### src/rtl/local_memory_arbiter_pkg.sv
// Shared types and helpers for the three-port local-memory SRAM arbiter.
package local_memory_arbiter_pkg;
   localparam int NUM_PORTS = 3;

   localparam logic [1:0] PORT_INSTR = 2'd0;
   localparam logic [1:0] PORT_DATA  = 2'd1;
   localparam logic [1:0] PORT_WB    = 2'd2;

   typedef enum logic [1:0] {
      IDLE      = 2'd0,
      ISSUE     = 2'd1,
      READ_WAIT = 2'd2
   } state_e;

   // Next port index in round-robin order, wrapping 2 -> 0.
   function automatic logic [1:0] rr_next(input logic [1:0] p);
      return (p >= PORT_WB) ? PORT_INSTR : p + 2'd1;
   endfunction
endpackage

### src/rtl/round_robin_select.sv
// Combinational round-robin pick among three requesters, search starting after last.
module round_robin_select
   import local_memory_arbiter_pkg::*;
(
   input  logic [NUM_PORTS-1:0] req_i,
   input  logic [1:0]           last_i,
   output logic [1:0]           winner_o,
   output logic                 valid_o
);
   logic [1:0] cand;
   logic       found;

   always_comb begin
      winner_o = PORT_INSTR;
      found    = 1'b0;
      cand     = rr_next(last_i);
      for (int i = 0; i < NUM_PORTS; i++) begin
         if (!found && req_i[cand]) begin
            winner_o = cand;
            found    = 1'b1;
         end
         cand = rr_next(cand);
      end
      valid_o = found;
   end
endmodule

### src/rtl/local_memory_arbiter.sv
// Arbitrates three enable/busy requesters onto one single-port OpenRAM-style SRAM.
module local_memory_arbiter
   import local_memory_arbiter_pkg::*;
#(
   parameter int ADDR_WIDTH = 9
) (
   input  logic                  wb_clk_i,
   input  logic                  wb_rst_i,
   input  logic [2:0]            req_enable,
   input  logic [2:0]            req_writeEnable,
   input  logic [11:0]           req_byteSelect,
   input  logic [71:0]           req_address,
   input  logic [95:0]           req_dataWrite,
   output logic [95:0]           req_dataRead,
   output logic [2:0]            req_busy,
   output logic                  sram_csb0,
   output logic                  sram_web0,
   output logic [3:0]            sram_wmask0,
   output logic [ADDR_WIDTH-1:0] sram_addr0,
   output logic [31:0]           sram_din0,
   input  logic [31:0]           sram_dout0
);
   state_e                state_q, state_d;
   logic [1:0]            last_q, last_d, win_q, win_d;
   logic                  we_q, we_d;
   logic [3:0]            sel_q, sel_d;
   logic [ADDR_WIDTH-1:0] addr_q, addr_d;
   logic [31:0]           data_q, data_d;

   logic [1:0]            rr_win;
   logic                  rr_vld;
   logic [NUM_PORTS-1:0]  cmpl, rd_done;

   logic [3:0]            sel_a  [NUM_PORTS];
   logic [ADDR_WIDTH-1:0] addr_a [NUM_PORTS];
   logic [31:0]           data_a [NUM_PORTS];
   logic                  unused_addr;

   // Region decode happens upstream; only the word-address bits matter here.
   assign unused_addr = ^req_address;

   round_robin_select u_rr (
      .req_i    (req_enable),
      .last_i   (last_q),
      .winner_o (rr_win),
      .valid_o  (rr_vld)
   );

   for (genvar n = 0; n < NUM_PORTS; n++) begin : g_port
      assign sel_a[n]  = req_byteSelect[4*n +: 4];
      assign addr_a[n] = req_address[24*n+2 +: ADDR_WIDTH];
      assign data_a[n] = req_dataWrite[32*n +: 32];
      // A port that dropped enable sees no completion and keeps all-ones read data.
      assign req_busy[n]              = req_enable[n] & ~cmpl[n];
      assign req_dataRead[32*n +: 32] = (rd_done[n] & req_enable[n]) ? sram_dout0 : '1;
   end

   always_ff @(posedge wb_clk_i) begin
      if (wb_rst_i) begin
         state_q <= IDLE;
         last_q  <= PORT_WB;
         win_q   <= PORT_INSTR;
         we_q    <= 1'b0;
         sel_q   <= '0;
         addr_q  <= '0;
         data_q  <= '0;
      end else begin
         state_q <= state_d;
         last_q  <= last_d;
         win_q   <= win_d;
         we_q    <= we_d;
         sel_q   <= sel_d;
         addr_q  <= addr_d;
         data_q  <= data_d;
      end
   end

   always_comb begin
      state_d = state_q;
      last_d  = last_q;
      win_d   = win_q;
      we_d    = we_q;
      sel_d   = sel_q;
      addr_d  = addr_q;
      data_d  = data_q;
      case (state_q)
         IDLE: if (rr_vld) begin
            win_d   = rr_win;
            we_d    = req_writeEnable[rr_win];
            sel_d   = sel_a[rr_win];
            addr_d  = addr_a[rr_win];
            data_d  = data_a[rr_win];
            state_d = ISSUE;
         end
         ISSUE: begin
            last_d  = win_q;
            state_d = we_q ? IDLE : READ_WAIT;
         end
         READ_WAIT: state_d = IDLE;
         default:   state_d = IDLE;
      endcase
   end

   always_comb begin
      sram_csb0   = 1'b1;
      sram_web0   = 1'b1;
      sram_wmask0 = '0;
      sram_addr0  = '0;
      sram_din0   = '0;
      cmpl        = '0;
      rd_done     = '0;
      case (state_q)
         ISSUE: begin
            sram_csb0   = 1'b0;
            sram_web0   = ~we_q;
            sram_wmask0 = we_q ? sel_q : 4'h0;
            sram_addr0  = addr_q;
            sram_din0   = data_q;
            cmpl[win_q] = we_q;
         end
         READ_WAIT: begin
            cmpl[win_q]    = 1'b1;
            rd_done[win_q] = 1'b1;
         end
         default: ;
      endcase
   end
endmodule
### config.mk
export PLATFORM = sky130hd
export DESIGN_NAME = local_memory_arbiter
export DESIGN_NICKNAME = d
export VERILOG_FILES = /design/src/rtl/local_memory_arbiter_pkg.sv /design/src/rtl/round_robin_select.sv /design/src/rtl/local_memory_arbiter.sv
export SDC_FILE = /design/constraint.sdc
export NUM_CORES = 1
export LEC_CHECK = 0
export CORE_AREA = 2 2 143 145
export CTS_BUF_LIST = sky130_fd_sc_hd__clkbuf_4 sky130_fd_sc_hd__clkbuf_8
export DETAILED_ROUTE_END_ITERATION = 7
export DIE_AREA = 0 0 145 147
export GPL_TIMING_DRIVEN = 1
export HOLD_SLACK_MARGIN = 0.15
export SETUP_SLACK_MARGIN = 0.05
export SLEW_MARGIN = 20
export SYNTH_ARGS = -nofsm -noshare
export SYNTH_HDL_FRONTEND = slang
export SYNTH_SLANG_ARGS = --single-unit
### constraint.sdc
create_clock -name wb_clk_i -period 2.2 [get_ports wb_clk_i]
set_clock_uncertainty 0.15 [all_clocks]
set_input_delay 0.33 -clock wb_clk_i [delete_from_list [all_inputs] [get_ports wb_clk_i]]
set_output_delay 0.33 -clock wb_clk_i [all_outputs]
set_load 0.02 [all_outputs]
==> results.toml <==
[critical_path]
path_buf_inv = 4
critPathKind = "flop to output pin"
critical_path.most_common_cell = "buf_6"
timing.rr.end = "data_q[20]$_SDFFE_PP0P_"
required_ps = 1720
path_max_fanout = 8
r2r_setup_slack_ps = 310
cp_cell_sequence = "inv_2 > ha_4 > nand4_1 > buf_6 > clkbuf_16 > or2_4 > buf_6"
cp_top_family = "buffers and inverters"
r2r-start = "last_q[0]$_SDFFE_PP0P_"
startpoint_type = "flop"
critical-path-max-stage-delay_ps = 350
critPathCaptureType = "output pin"
slowest_stage = "dfxtp_2"
worst_ep_arrival_time_ps = 1770
reg2regPathDepth = 5

[synthesis]
synthAdderAreaFrac = 0.00858
synth.area.top_cells = "dfxtp_1, a2111oi_2, or2_2"
synth-seq-cells = 52
yosysSeqAreaShare = 0.238
netlist_area_um2 = 4380
postSynthNetCount = 842
synth-xor-area-share = 0
syn_inst = 619
synthMuxAreaShare = 0.00486
synth_top_family_by_area = "simple AND/OR/NAND/NOR gates"
synth_compound_area_frac = 0.318
yosysTopAreaCell = "dfxtp_1"
synth_top_area_frac = 0.238
avgSynthCellArea_um2 = 7.07
ys_types = 38
synth_simple_gate_area_frac = 0.356
synth.yosys.warnings = 0

[clocking]
clockRootBuffer = "clkbuf_8"
cts_made_buffers = 5
cts.sinks = 52
clkTransAtPathRegs_ps = 110
clock_latency_ps = 320
htree_levels = 2
clockBufferDepth = 2
ctsHoldBuffers = 0
cts_tree = "done"

[final_layout]
layout_commonest_cell = "clkdlybuf4s50_1"
fill_cells = 1945
fin_nets = 1180
layout-drive-gt1-share = 0.358
area_growth_pct = 107
post-route-cell-area_um2 = 9070
final_cell_mix = "clkdlybuf4s50_1, buf_6, nand2_1"

[drt]
drt-total-wl_um = 22500
drc = 0
routedWlPerCell_um = 18.3
num_vias = 5775
ant_nets = 0
initialDrtViolationCount = 214
avgViaCountPerCell = 4.70
first_pass_iters = 7

[place]
dp_hpwl_um = 15700
dpl_cell_area_um2 = 8130
place.gp.congestion = 0.768
pre_cts_ws_ps = -314
numPortBuffers = 320

[power_and_ir_drop]
power_per_cell_area_nw_per_um2 = 366
ir_drop_mv = 0.203
leakagePower_nw = 3.59
finalPower_mw = 3.32

[floorplanning]
core_um2 = 19800
die_h_um = 147
dieArea_um2 = 21300
start_util = 0.221
io_pins = 366
rows = 52
die_width_um = 145

[sta]
rsz0062_at_grt = "yes"
worst_pin_slew_ps = 614
slew_violations = 0
min_period_over_period = 1.02
slew_headroom = 0.591
setup_tns_ps = -1040
hold_violations = 0
whs_ps = 293
fmax_mhz = 444
layout_setup_ws_ps = -51.3
setup_viol = 33
min_period_ps = 2250

[min_path]
hold_path_end = "addr_q[1]$_SDFFE_PP0P_"
min_path_cells = 2
hold_class = "flop to flop"
worstHoldStart = "addr_q[1]$_SDFFE_PP0P_"

[grt]
grt_usage = 0.188
grt_pass1_wl_um = 31700
overflow = 0
grt_pass1_vias = 5568
antenna_found_initial = 3
grt_max_degree = 33

[run]
cap_viol_max_count = 0

[run_status]
violations = "setup timing"
outcome = "complete, but fails checks"
-- sequential cells by signal (all words and copies together), names as in the netlist --
signal   flops
last_q       2
state_q      2
addr_q       9
we_q         1
data_q      32
win_q        2
sel_q        4
-- metrics by stage --
stage	utilization	cells
global route	0.457	1228
finish	0.457	1230
floorplan	-	619
detailed placement	0.410	1198
CTS	0.419	1215
global placement	0.410	1198
-- synth_stat cells --
master	n
buf_2	11
a21oi_1	49
o31a_1	2
mux2i_1	1
a2bb2oi_2	1
inv_1	4
nand4b_1	1
nand4_1	1
or3_4	1
a22oi_2	1
and3_1	4
nor3_1	1
nand2_1	96
nor2_4	2
a21o_1	1
mux2_2	1
nand2b_1	34
and2_1	41
nand3_1	1
o21ai_1	41
a2111oi_0	16
o21ai_0	51
nor2_1	52
buf_6	9
buf_4	3
a211o_1	2
or2_2	66
and2b_2	1
a21oi_4	1
a21boi_0	1
and4bb_2	1
dfxtp_1	52
nand2b_2	1
a2111oi_2	30
and2b_1	1
clkbuf_1	33
clkbuf_2	2
ha_1	3
-- cell type report --
cell class / count / area [um^2] / share of cell area
Clock inverter: 1 / 7.51 / 0.000828
Sequential cell: 52 / 1050 / 0.115
Antenna cell: 2 / 5.00 / 0.000552
Tap cell: 270 / 338 / 0.0372
Timing Repair Buffer: 387 / 4100 / 0.452
Clock buffer: 7 / 90.1 / 0.00993
Inverter: 4 / 15.0 / 0.00166
Multi-Input combinational cell: 507 / 3470 / 0.382
-- metal layers --
| metal | track usage | part of all wire | vias to the layer above |
|---|---|---|---|
| li1 | - | - | 2815 |
| met1 | 0.237 | 0.42 | 2715 |
| met2 | 0.324 | 0.50 | 215 |
| met3 | 0.0438 | 0.062 | 28 |
| met4 | 0.0446 | 0.019 | 2 |
| met5 | 0 | 0.00058 | - |
-- repair_timing --
action,4_1_cts,5_1_grt
pin swaps,1,6
gates cloned,3,8
setup buffers,6,5
gates resized for setup,481,334
hold endpoints to repair,0,0
setup endpoints to repair,144,161
-- worst max path at each step --
stage                        to  slack, ps  cells after the start               startpoint
6_report       req_dataRead[42]        -50                      7  state_q[0]$_SDFFE_PP0P_
5_1_grt        req_dataRead[43]       -110                      7  state_q[0]$_SDFFE_PP0P_
4_1_cts             req_busy[1]       -140                      7  state_q[0]$_SDFFE_PP0P_
3_5_place_dp   req_dataRead[65]       -310                      5            req_enable[2]
3_3_place_gp   req_dataRead[65]       -300                      5            req_enable[2]
2_1_floorplan       req_busy[1]        340                      6  state_q[0]$_SDFFE_PP0P_
-- kinds of logic after synthesis --
family | after synthesis
AO/OA/AOI/OAI | 196
adder cells (fa/ha/maj) | 3
buffers and inverters | 62
flip-flops | 52
multiplexers | 2
AND/OR/NAND/NOR | 304
-- worst register-to-register path, delay by kind of cell (launching register included) --
family / cells / cell delay (ps)
AO/OA/AOI/OAI: 2 / 540
AND/OR/NAND/NOR: 2 / 480
flip-flops: 1 / 380
buffers and inverters: 1 / 240
-- power breakdown --
| group | internal, mW | total (mW) | switching (mW) | leakage [nW] |
|---|---|---|---|---|
| logic | 0.809 | 1.55 | 0.739 | 3.11 |
| registers | 1.07 | 1.13 | 0.0618 | 0.430 |
| clock network | 0.270 | 0.637 | 0.367 | 0.0479 |
Power figures use the tool's default switching activity.
